==> config.mk <==
export PLATFORM = sky130hd
export DESIGN_NAME = rgmii_transmit_sequencer
export DESIGN_NICKNAME = d
export VERILOG_FILES = /design/src/rtl/rgmii_transmit_sequencer.sv
export SDC_FILE = /design/constraint.sdc
export NUM_CORES = 1
export LEC_CHECK = 0
export CAP_MARGIN = 0
export CORE_MARGIN = 2
export CORE_UTILIZATION = 29
export CTS_CLUSTER_SIZE = 12
export DETAILED_ROUTE_END_ITERATION = 7
export DONT_BUFFER_PORTS = 1
export GPL_TIMING_DRIVEN = 1
export PLACE_DENSITY = 0.43
export SLEW_MARGIN = 10
export SYNTH_ARGS = -nofsm -noshare
export SYNTH_HDL_FRONTEND = slang
export SYNTH_SLANG_ARGS = --single-unit
==> constraint.sdc <==
create_clock -name clock -period 2.2 [get_ports clock]
set_input_delay 0.22 -clock clock [delete_from_list [all_inputs] [get_ports clock]]
set_output_delay 0.22 -clock clock [all_outputs]
set_load 0.05 [all_outputs]
==> src/rtl/rgmii_transmit_sequencer.sv <==
// RGMII transmit framing: preamble/SFD insertion, payload pass-through with
// underrun/oversize error signalling, and inter-frame gap enforcement.
module rgmii_transmit_sequencer #(
  parameter int unsigned PREAMBLE_LENGTH  = 7,
  parameter int unsigned IFG_LENGTH       = 12,
  parameter int unsigned MAX_FRAME_LENGTH = 1522
) (
  input  logic       clock,
  input  logic       reset,
  input  logic [7:0] s_data,
  input  logic       s_valid,
  input  logic       s_last,
  output logic       s_ready,
  output logic [7:0] txd_ddr,
  output logic [1:0] tx_ctl_ddr,
  output logic       busy,
  output logic       frame_done,
  output logic       frame_error
);

  localparam logic [3:0]  PRE_LEN  = 4'(PREAMBLE_LENGTH);
  localparam logic [7:0]  IFG_LAST = 8'(IFG_LENGTH - 1);
  localparam logic [15:0] MAX_LEN  = 16'(MAX_FRAME_LENGTH);

  typedef enum logic [2:0] {IDLE, PREAMBLE, SFD, PAYLOAD, IFG} state_t;

  state_t      state, state_next;
  logic [3:0]  pre_cnt, pre_cnt_next;
  logic [7:0]  ifg_cnt, ifg_cnt_next;
  logic [15:0] byte_cnt, byte_cnt_next, byte_inc;
  logic        err_latch, err_next;
  logic        oversize;
  logic [7:0]  tx_byte;
  logic        tx_en, tx_er;
  logic        done_next, ferr_next;

  assign s_ready  = (state == PAYLOAD);
  assign busy     = (state != IDLE);
  assign byte_inc = (byte_cnt == 16'hFFFF) ? byte_cnt : byte_cnt + 16'd1;
  assign oversize = (byte_inc > MAX_LEN);

  // Each state decides what goes on the wire in the following cycle, so the
  // state register runs one step ahead of the registered outputs.
  always_comb begin
    // NOTE: every signal gets a default first so no path can infer a latch.
    state_next    = state;
    pre_cnt_next  = pre_cnt;
    ifg_cnt_next  = ifg_cnt;
    byte_cnt_next = byte_cnt;
    err_next      = err_latch;
    tx_byte       = 8'h00;
    tx_en         = 1'b0;
    tx_er         = 1'b0;
    done_next     = 1'b0;
    ferr_next     = 1'b0;
    unique case (state)
      IDLE: begin
        if (s_valid) begin
          state_next   = (PRE_LEN == 4'd1) ? SFD : PREAMBLE;
          pre_cnt_next = 4'd1;
          tx_byte      = 8'h55;
          tx_en        = 1'b1;
        end
      end
      PREAMBLE: begin
        tx_byte      = 8'h55;
        tx_en        = 1'b1;
        pre_cnt_next = pre_cnt + 4'd1;
        if (pre_cnt + 4'd1 == PRE_LEN) state_next = SFD;
      end
      SFD: begin
        tx_byte       = 8'hD5;
        tx_en         = 1'b1;
        byte_cnt_next = 16'd0;
        err_next      = 1'b0;
        state_next    = PAYLOAD;
      end
      PAYLOAD: begin
        tx_en = 1'b1;
        if (s_valid) begin
          tx_byte       = s_data;
          byte_cnt_next = byte_inc;
          if (oversize) begin
            tx_er    = 1'b1;
            err_next = 1'b1;
          end
          if (s_last) begin
            done_next     = 1'b1;
            ferr_next     = err_latch | oversize;
            err_next      = 1'b0;
            byte_cnt_next = 16'd0;
            ifg_cnt_next  = 8'd0;
            state_next    = IFG;
          end
        end else begin
          // Underrun: keep TX_EN up and mark the filler byte as errored.
          tx_er    = 1'b1;
          err_next = 1'b1;
        end
      end
      IFG: begin
        ifg_cnt_next = ifg_cnt + 8'd1;
        if (ifg_cnt == IFG_LAST) state_next = IDLE;
      end
      default: state_next = IDLE;
    endcase
  end

  always_ff @(posedge clock) begin
    // NOTE: sequential state uses non-blocking assignments only.
    if (reset) begin
      state       <= IDLE;
      pre_cnt     <= 4'd0;
      ifg_cnt     <= 8'd0;
      byte_cnt    <= 16'd0;
      err_latch   <= 1'b0;
      txd_ddr     <= 8'h00;
      tx_ctl_ddr  <= 2'b00;
      frame_done  <= 1'b0;
      frame_error <= 1'b0;
    end else begin
      state       <= state_next;
      pre_cnt     <= pre_cnt_next;
      ifg_cnt     <= ifg_cnt_next;
      byte_cnt    <= byte_cnt_next;
      err_latch   <= err_next;
      txd_ddr     <= {tx_byte[3:0], tx_byte[7:4]};
      tx_ctl_ddr  <= {tx_en, tx_en ^ tx_er};
      frame_done  <= done_next;
      frame_error <= ferr_next;
    end
  end

endmodule

* Yosys cells after proc, flatten, opt, wreduce, memory -nomap -nowiden
Cells that the tools add are included.
** Storage, ports and cells
- Register bits :: 44
- Bits of input ports :: 12
- Output and inout port bits :: 14
- Logic and storage cells :: 72
** Cells by class
- $add $sub $neg :: 3
- Magnitude comparators :: 1
- Equal/unequal tests :: 13
- Multiplexer cells :: 28
- Bitwise operators :: 5
- Reduce and logical (&&, ||, !) cells :: 13
** Operators by type and width (number)
- 16-bit 2-to-1 mux :: 3
- 16-bit one-hot mux with 2 select lines :: 1
- 8-bit one-hot mux with 4 select lines :: 1
- 8-bit 2-to-1 mux :: 3
- 16-bit by 1-bit adder with 16-bit output, second input constant :: 1
- 16-bit == test, second input constant :: 1
- 16-bit by 11-bit greater-than comparator with 1-bit output, second input constant :: 1
- 8-bit one-hot mux with 2 select lines :: 1
- 3-bit 2-to-1 mux :: 5
- 3-bit one-hot mux with 5 select lines :: 1
- 2-bit inequality test, second input constant :: 5
- 8-bit by 1-bit adder with 8-bit output, second input constant :: 1
- 8-bit by 4-bit == test with 1-bit output, second input constant :: 1
- 1-bit 2-to-1 mux :: 8
- 4-bit one-hot mux with 2 select lines :: 1
- 7-bit 2-to-1 mux :: 1
- 3-bit by 2-bit == test with 1-bit output, second input constant :: 2
- 2-bit AND reduction :: 3
- 2-bit nonzero test :: 3
- 3-bit OR reduction :: 2
- 5-bit AND reduction :: 1
- 4-bit by 1-bit adder with 4-bit output, second input constant :: 1
- 4-bit by 3-bit == test with 1-bit output, second input constant :: 1
- 4-bit 2-to-1 mux :: 1
- 11 further kinds :: 14

* Depth between registers and ports, before layout
Gate-level depths: netlist of the first run.
- Depth in word-level cells :: 7
- Mapped depth :: 9
- Depth with buffers taken out :: 8

* Least setup slack after synthesis of the first run
No wires, ideal clock.
- Kind :: reg-to-reg
- From :: register state[1]
- To :: register byte_cnt[7]
- Setup time :: 0.070 ns
- Arrival time :: 2.096 ns
- Required time :: 2.130 ns
- Path slack :: 0.034 ns
- Cell stages (with the launch flop) :: 9
- Path through :: dfxtp_1 > buf_2 > and3b_1 > buf_2 > nand2_1 > or2_2 > clkbuf_1 > or4_1 > a21oi_1
** Between the ends
- Word-level cells in the longest chain between the ends :: 3
- Elaborated cells between the ends (all ways) :: 6
** RTL lines
- from (decl) :: line 27 : state_t state, state_next;
- from (signal assigned) :: line 122 : state <= state_next;
- 3-bit by 2-bit == test with 1-bit output (*)
- net s_ready :: line 13 : output logic s_ready,
- 2-bit inequality test (no line) / 2-bit nonzero test (equally long branches)
- 2-bit AND reduction (no line)
- to (signal assigned) :: line 125 : byte_cnt <= byte_cnt_next;
- to (decl) :: line 30 : logic [15:0] byte_cnt, byte_cnt_next, byte_inc;
The timed path passes the listed nets; every way through them passes the cells marked *.
A chain may end at the register's enable or synchronous reset.

* Final worst setup path of the first run
- From :: register byte_cnt[0]
- To :: register tx_ctl_ddr[0]
** Between the ends
- Word-level cells in the longest chain between the ends :: 7
- Elaborated cells between the ends (all ways) :: 8
** RTL lines
- 16-bit by 1-bit adder with 16-bit output / 16-bit == test (equally long branches) :: line 39 : assign byte_inc = (byte_cnt == 16'hFFFF) ? byte_cnt : byte_cnt + 16'd1;
- 16-bit 2-to-1 mux (*) :: line 39
- 16-bit by 11-bit greater-than comparator with 1-bit output (*) :: line 40 : assign oversize = (byte_inc > MAX_LEN);
- 1-bit 2-to-1 mux (*) :: line 83 : if (oversize) begin
- 1-bit 2-to-1 mux (*) :: line 80 : if (s_valid) begin
- 1-bit 2-to-1 mux (*) :: line 56 : unique case (state)
- 1-bit bitwise XOR (*) :: line 128 : tx_ctl_ddr <= {tx_en, tx_en ^ tx_er};
- to (signal assigned) :: line 128
- to (decl) :: line 15 : output logic [1:0] tx_ctl_ddr,
Every way passes the cells marked *; elsewhere a longest branch is shown, timed or not.

==> results.sh, run 1 <==
export IMPL_cts_tree="done"
export IMPL_path_cells="ha_1 > nand4_1 > nor4_1 > mux2i_1 > buf_4 > a211oi_2 > a31oi_1 > nor3_4 > o22ai_1"
export IMPL_drc=0
export IMPL_synthCells=318
export IMPL_reg2regPathDepth=9
export IMPL_ys_seq_area_frac=0.366
export IMPL_r2r_start="byte_cnt[0]$_SDFFE_PP0P_"
export IMPL_ant_nets=0
export IMPL_routed_wl_um=6650
export IMPL_wire_per_inst_um=14.9
export IMPL_slew_headroom=0.649
export IMPL_min_period_over_period=0.948
export IMPL_max_stage_delay_ns=0.37
export IMPL_track_usage=0.152
export IMPL_min_path_type="primary input to flop"
export IMPL_crit_slowest_cell="dfxtp_2"
export IMPL_cts_path_max_buffers=2
export IMPL_viasPerCell=5.18
export IMPL_rsz0062_at_grt="yes"
export IMPL_critPathMaxFanout=3
export IMPL_grt_pass1_wl_um=10700
export IMPL_setup_viol=0
export IMPL_hp_start="s_data[1]"
export IMPL_p_leak_nw=1.03
export IMPL_fmax_mhz=480
export IMPL_ys_types=49
export IMPL_holdWs_ns=0.0342
export IMPL_finClkSkew_ns=0.00633
export IMPL_clkSinkCount=44
export IMPL_synth_nets=334
export IMPL_stdcell_count=447
export IMPL_layout_min_cycle_time_ns=2.09
export IMPL_path_class="flop to flop"
export IMPL_tightest_slew_ns=0.525
export IMPL_io_pins=26
export IMPL_cp_data_required_time_ns=2.38
export IMPL_num_rows=33
export IMPL_grt_pass1_vias=2169
export IMPL_placed_cells=436
export IMPL_netlist_area_um2=2410
export IMPL_finalNetCount=358
export IMPL_fillCellCount=844
export IMPL_critPathCaptureType="flop"
export IMPL_ir_drop_mv=0.433
export IMPL_grt_overflow_total=0
export IMPL_clock_latency_ns=0.30
export IMPL_cts_max_level=2
export IMPL_synth_edff_count=0
export IMPL_rr_endpoint="tx_ctl_ddr[0]$_SDFF_PP0_"
export IMPL_status="completed"
export IMPL_arrival_ns=2.27
export IMPL_hpwl_um=4580
export IMPL_die_h_um=95.2
export IMPL_antenna_found_initial=0
export IMPL_cp_start_kind="flop"
export IMPL_syn_area_per_cell_um2=7.58
export IMPL_multiInputGateArea_um2=1470
export IMPL_die_w_um=95.2
export IMPL_hold_end="txd_ddr[5]$_SDFF_PP0_"
export IMPL_start_util=0.296
export IMPL_drive_gt1_frac=0.202
export IMPL_cts_buffers=5
export IMPL_routabilityCongestion=0.860
export IMPL_firstDrtPassIters=4
export IMPL_min_path_cells=1
export IMPL_synthArstFlopShare=0
export IMPL_core_area_um2=8130
export IMPL_syn_to_final_growth_pct=21.8
export IMPL_clkTransAtPathRegs_ns=0.09
export IMPL_cp_num_buf_inv=1
export IMPL_maxSlewViolCount=0
export IMPL_vias=2317
export IMPL_rrSetupSlack_ns=0.11
export IMPL_cts_root_buf="clkbuf_8"
export IMPL_powerDensity_nw_per_um2=655
export IMPL_io_buffers=0
export IMPL_antenna_cells=0
export IMPL_ys_flop_type="dfxtp_1"
export IMPL_drt_iter0_drc=168
export IMPL_dieArea_um2=9050
export IMPL_critical_path_top_delay_family="simple AND/OR/NAND/NOR gates"
export IMPL_register_area_um2=892
export IMPL_drv_cap=0
export IMPL_yosys_warnings=0
export IMPL_finalHoldViolCount=0
export IMPL_ys_ff_latch=44
export IMPL_grt_max_degree=32
## flip-flops by register name, summed over array words and instances, names as in the netlist
signal	cells
frame_error	1
txd_ddr	8
tx_ctl_ddr	2
err_latch	1
ifg_cnt	8
frame_done	1
byte_cnt	16
pre_cnt	4
state	3
## stage by stage
stage	utilization	setup WS (ns)	cell area (µm²)	setup TNS, ns	power, mW
floorplan	-	0.0337	2410	0	1.12
global placement	0.331	0.0611	2700	0	1.19
detailed placement	0.331	-0.0358	2700	-0.0771	1.18
CTS	0.350	0.0136	2850	0	1.95
global route	0.361	-0.0534	2930	-0.111	2.00
finish	0.361	0.115	2930	0	1.92
## area by class of cell
| class | count | area share |
|---|---|---|
| Multi-Input combinational cell | 247 | 0.499 |
| Sequential cell | 44 | 0.304 |
| Timing Repair Buffer | 37 | 0.0989 |
| Tap cell | 105 | 0.0448 |
| Clock buffer | 5 | 0.0235 |
| Clock inverter | 2 | 0.0205 |
| Inverter | 7 | 0.00896 |
## synthesized netlist by cell type, drive strengths merged, types with 2 or more instances
| cell | n | area share |
|---|---|---|
| dfxtp | 44 | 0.37 |
| nor4 | 3 | 0.0078 |
| and4 | 3 | 0.011 |
| o21ai | 20 | 0.042 |
| o21a | 3 | 0.0093 |
| clkbuf | 12 | 0.019 |
| inv | 7 | 0.011 |
| a21oi | 37 | 0.077 |
| buf | 8 | 0.020 |
| nand2 | 31 | 0.048 |
| nand3b | 2 | 0.0062 |
| a22oi | 4 | 0.012 |
| nand3 | 15 | 0.036 |
| a31oi | 8 | 0.021 |
| a311oi | 4 | 0.015 |
| and3 | 5 | 0.014 |
| and2 | 6 | 0.016 |
| ha | 4 | 0.021 |
| nand4 | 7 | 0.018 |
| or4 | 2 | 0.0078 |
| a211oi | 7 | 0.022 |
| xor2 | 4 | 0.015 |
| xnor2 | 2 | 0.0073 |
| or3 | 2 | 0.0057 |
| nor2 | 49 | 0.076 |
| nand2b | 3 | 0.0078 |
| nor3 | 9 | 0.021 |
| o31ai | 2 | 0.0062 |
| a32oi | 2 | 0.0073 |
## cell usage in the layout, fill, tap and decap left out, types with 2 or more instances in the layout
cell type and n:
a211oi_1 6, nand2_1 30, nor4_2 2, nor2_1 49, and3_1 3, clkbuf_8 5
a32oi_1 2, and2_1 6, a21oi_1 37, and4_1 2, nand3_4 2, ha_1 4
nand4_1 7, nor3_1 7, a311oi_1 4, a31oi_1 7, dfxtp_1 37, o21a_1 3
nand3b_1 2, o31ai_1 2, a22oi_1 4, xnor2_1 2, buf_4 36, nand2b_1 3
bufinv_16 2, o21ai_0 20, nand3_1 13, dfxtp_2 6, inv_1 7, xor2_1 4
## what timing repair did
action                                  CTS  global route
resized for setup                         1            18
endpoints found under the setup margin    3             3
hold endpoints to repair                 31             0
pin swaps                                 0             7
buffers inserted                          0             3
hold buffers                              1             0
## cell families after synthesis
| logic type | Yosys count | synth area share |
|---|---|---|
| and+or+nand+nor | 139 | 0.282 |
| AOI/OAI and AO/OA | 96 | 0.251 |
| DFF | 44 | 0.366 |
| buffers and inverters | 27 | 0.0498 |
| xor gates and xnor gates | 6 | 0.0218 |
| adders and majority gates | 4 | 0.0208 |
| muxes | 2 | 0.00883 |
## layer usage
layer	track usage	share of wire	wire length, µm	vias up
met4	0.0411	0.012	80	0
met1	0.189	0.45	2960	1086
met2	0.268	0.51	3400	25
li1	-	-	-	1199
met3	0.0308	0.031	205	7
met5	0	0	0	-
## worst max-delay path by stage
| stage | start | end | slack, ns | cells past startpoint |
|---|---|---|---|---|
| after floorplan | state[1]$_SDFFE_PP0P_ | byte_cnt[7]$_SDFFE_PP0P_ | 0.03 | 8 |
| after global placement | byte_cnt[4]$_SDFFE_PP0P_ | tx_ctl_ddr[0]$_SDFF_PP0_ | 0.06 | 7 |
| after detailed placement | byte_cnt[4]$_SDFFE_PP0P_ | tx_ctl_ddr[0]$_SDFF_PP0_ | -0.04 | 7 |
| after CTS | byte_cnt[4]$_SDFFE_PP0P_ | frame_error$_SDFF_PP0_ | 0.01 | 7 |
| after global routing | byte_cnt[0]$_SDFFE_PP0P_ | tx_ctl_ddr[0]$_SDFF_PP0_ | -0.05 | 9 |
| final | byte_cnt[0]$_SDFFE_PP0P_ | tx_ctl_ddr[0]$_SDFF_PP0_ | 0.11 | 9 |
## power breakdown
part	internal, mW	switching, mW
clock network	0.447	0.296
logic	0.0823	0.172
registers	0.831	0.0917
total	1.36	0.560
No activity file was read; power rests on OpenSTA's default activity.
==> inputs of run 2 (changes only) <==
--- a/config.mk
+++ b/config.mk
@@ -6,13 +6,15 @@
 export NUM_CORES = 1
 export LEC_CHECK = 0
 export CAP_MARGIN = 0
+export CELL_PAD_IN_SITES_DETAIL_PLACEMENT = 0
+export CELL_PAD_IN_SITES_GLOBAL_PLACEMENT = 2
 export CORE_MARGIN = 2
-export CORE_UTILIZATION = 29
+export CORE_UTILIZATION = 33
 export CTS_CLUSTER_SIZE = 12
 export DETAILED_ROUTE_END_ITERATION = 7
 export DONT_BUFFER_PORTS = 1
 export GPL_TIMING_DRIVEN = 1
-export PLACE_DENSITY = 0.43
+export PLACE_DENSITY = 0.74
 export SLEW_MARGIN = 10
 export SYNTH_ARGS = -nofsm -noshare
 export SYNTH_HDL_FRONTEND = slang
==> constraint.sdc (replaced) <==
create_clock -name clock -period 2.2 [get_ports clock]
set_input_delay 0.44 -clock clock [delete_from_list [all_inputs] [get_ports clock]]
set_output_delay 0.44 -clock clock [all_outputs]
set_load 0.05 [all_outputs]
==> run 2 against run 1 <==
Compared with the run above: clock skew decreased by 0.0012 ns; die area down 12%; non-clock buffer count decreased by 6; combinational power fell by 14%; final cell count down 2.5%.
==> results.sh, run 2 (synthesized netlist as in run 1, its figures left out) <==
export IMPL_cts_max_level=2
export IMPL_antenna_cells=0
export IMPL_hold_end="state[0]$_SDFFE_PP0P_"
export IMPL_min_path_cells=1
export IMPL_holdWs_ns=0.198
export IMPL_min_path_type="primary input to flop"
export IMPL_io_pins=26
export IMPL_finalNetCount=352
export IMPL_start_util=0.336
export IMPL_regMostFlops="byte_cnt"
export IMPL_rrSetupSlack_ns=0.06
export IMPL_final_setup_tns_ns=0
export IMPL_cts_root_buf="clkbuf_8"
export IMPL_ir_drop_mv=0.312
export IMPL_met3_length_um=297
export IMPL_syn_to_final_growth_pct=17.7
export IMPL_p_leak_nw=1.01
export IMPL_vias=2369
export IMPL_drv_cap=0
export IMPL_cp_start_kind="flop"
export IMPL_io_buffers=0
export IMPL_largest_reg_flops=16
export IMPL_critPathMaxFanout=3
export IMPL_firstDrtPassIters=4
export IMPL_critPathCaptureType="flop"
export IMPL_arrival_ns=2.34
export IMPL_hp_start="reset"
export IMPL_finClkSkew_ns=0.00516
export IMPL_die_h_um=89.5
export IMPL_rr_endpoint="frame_error$_SDFF_PP0_"
export IMPL_drc=0
export IMPL_cts_buffers=5
export IMPL_num_rows=31
export IMPL_layout_common_cells="49 x nor2_1, 39 x dfxtp_1, 37 x a21oi_1, 31 x nand2_1, 31 x buf_4"
export IMPL_grt_pass1_vias=2162
export IMPL_grt_max_degree=35
export IMPL_dpl_cell_area_um2=2670
export IMPL_r2r_start="byte_cnt[1]$_SDFFE_PP0P_"
export IMPL_ant_nets=0
export IMPL_clock_latency_ns=0.30
export IMPL_reg2regPathDepth=8
export IMPL_core_area_um2=7180
export IMPL_final_common_cell="nor2_1"
export IMPL_powerDensity_nw_per_um2=597
export IMPL_min_period_over_period=0.973
export IMPL_wl_met1_um=2950
export IMPL_cts_path_max_buffers=2
export IMPL_viasPerCell=5.43
export IMPL_slew_headroom=0.442
export IMPL_antenna_found_initial=0
export IMPL_top_layer="met4"
export IMPL_clkTransAtPathRegs_ns=0.09
export IMPL_met2_wirelength_um=3130
export IMPL_track_usage=0.176
export IMPL_layout_min_cycle_time_ns=2.14
export IMPL_hpwl_um=4420
export IMPL_drt_iter0_drc=102
export IMPL_routed_wl_um=6520
export IMPL_postCtsSetupBuffers=0
export IMPL_clkSinkCount=44
export IMPL_routabilityCongestion=0.845
export IMPL_cp_data_required_time_ns=2.40
export IMPL_tightest_slew_ns=0.830
export IMPL_finalHoldViolCount=0
export IMPL_maxSlewViolCount=0
export IMPL_cts_tree="done"
export IMPL_drive_gt1_frac=0.178
export IMPL_setup_viol=0
export IMPL_fmax_mhz=467
export IMPL_design_area_um2=2840
export IMPL_top_regs="byte_cnt: 16 flops, ifg_cnt: 8 flops, txd_ddr: 8 flops"
export IMPL_dieArea_um2=8000
export IMPL_grt_pass1_wl_um=10800
export IMPL_fin_util=0.395
export IMPL_fillCellCount=755
export IMPL_status="completed"
export IMPL_p_total_mw=1.69
export IMPL_grt_overflow_total=0
export IMPL_cts_hold_fix_buffers=0
export IMPL_die_w_um=89.5
export IMPL_wire_per_inst_um=14.9
export IMPL_path_class="flop to flop"
-- run 2: worst max-delay path by stage --
| stage | end | slack (ns) | start | cells past startpoint |
|---|---|---|---|---|
| 6_report | frame_error$_SDFF_PP0_ | 0.06 | byte_cnt[1]$_SDFFE_PP0P_ | 8 |
| 2_1_floorplan | byte_cnt[7]$_SDFFE_PP0P_ | 0.03 | state[1]$_SDFFE_PP0P_ | 8 |
| 3_3_place_gp | tx_ctl_ddr[0]$_SDFF_PP0_ | 0.05 | byte_cnt[4]$_SDFFE_PP0P_ | 7 |
| 3_5_place_dp | tx_ctl_ddr[0]$_SDFF_PP0_ | -0.0003 | byte_cnt[4]$_SDFFE_PP0P_ | 7 |
| 5_1_grt | frame_error$_SDFF_PP0_ | -0.05 | byte_cnt[1]$_SDFFE_PP0P_ | 8 |
| 4_1_cts | tx_ctl_ddr[0]$_SDFF_PP0_ | 0.04 | byte_cnt[4]$_SDFFE_PP0P_ | 7 |
-- run 2: where the power goes --
| group | leakage [nW] | total [mW] | internal (mW) | switching, mW |
|---|---|---|---|---|
| logic | 0.601 | 0.219 | 0.0708 | 0.148 |
| registers | 0.360 | 0.933 | 0.833 | 0.101 |
| clock network | 0.0445 | 0.541 | 0.256 | 0.285 |
-- run 2: per-layer routing --
| layer | vias up | GRT usage |
|---|---|---|
| met5 | - | 0 |
| li1 | 1186 | - |
| met1 | 1106 | 0.225 |
| met2 | 66 | 0.294 |
| met3 | 11 | 0.0351 |
| met4 | 0 | 0.0611 |
-- run 2: worst max-delay path: stages, from the launching register on --
cell	delay, ns
dfxtp_1	0.38
ha_1	0.18
nand4_1	0.15
nor4_2	0.27
mux2i_2	0.34
a211oi_2	0.12
nor3_1	0.31
nor3_4	0.10
o21a_1	0.19
-- run 2: cell type report --
cell class | count | area (µm²) | share of cell area
multi-input cells | 247 | 1470 | 0.519
clock inverters | 1 | 7.51 | 0.00265
clock buffers | 7 | 86.3 | 0.0305
repair buffers | 31 | 233 | 0.0821
flip-flops and latches | 44 | 887 | 0.313
well taps | 99 | 124 | 0.0437
inverters | 7 | 26.3 | 0.00927
-- run 2: what timing repair did --
| action | in CTS | in global routing |
|---|---|---|
| setup endpoints to repair | 1 | 3 |
| gates resized for setup | 1 | 14 |
| pin swaps | 0 | 3 |
-- run 2: through the flow --
stage | setup WS, ns | cells
finish | 0.0587 | 436
global route | -0.0526 | 436
CTS | 0.0395 | 436
detailed placement | -0.000308 | 428
global placement | 0.0455 | 428
floorplan | 0.0337 | 318
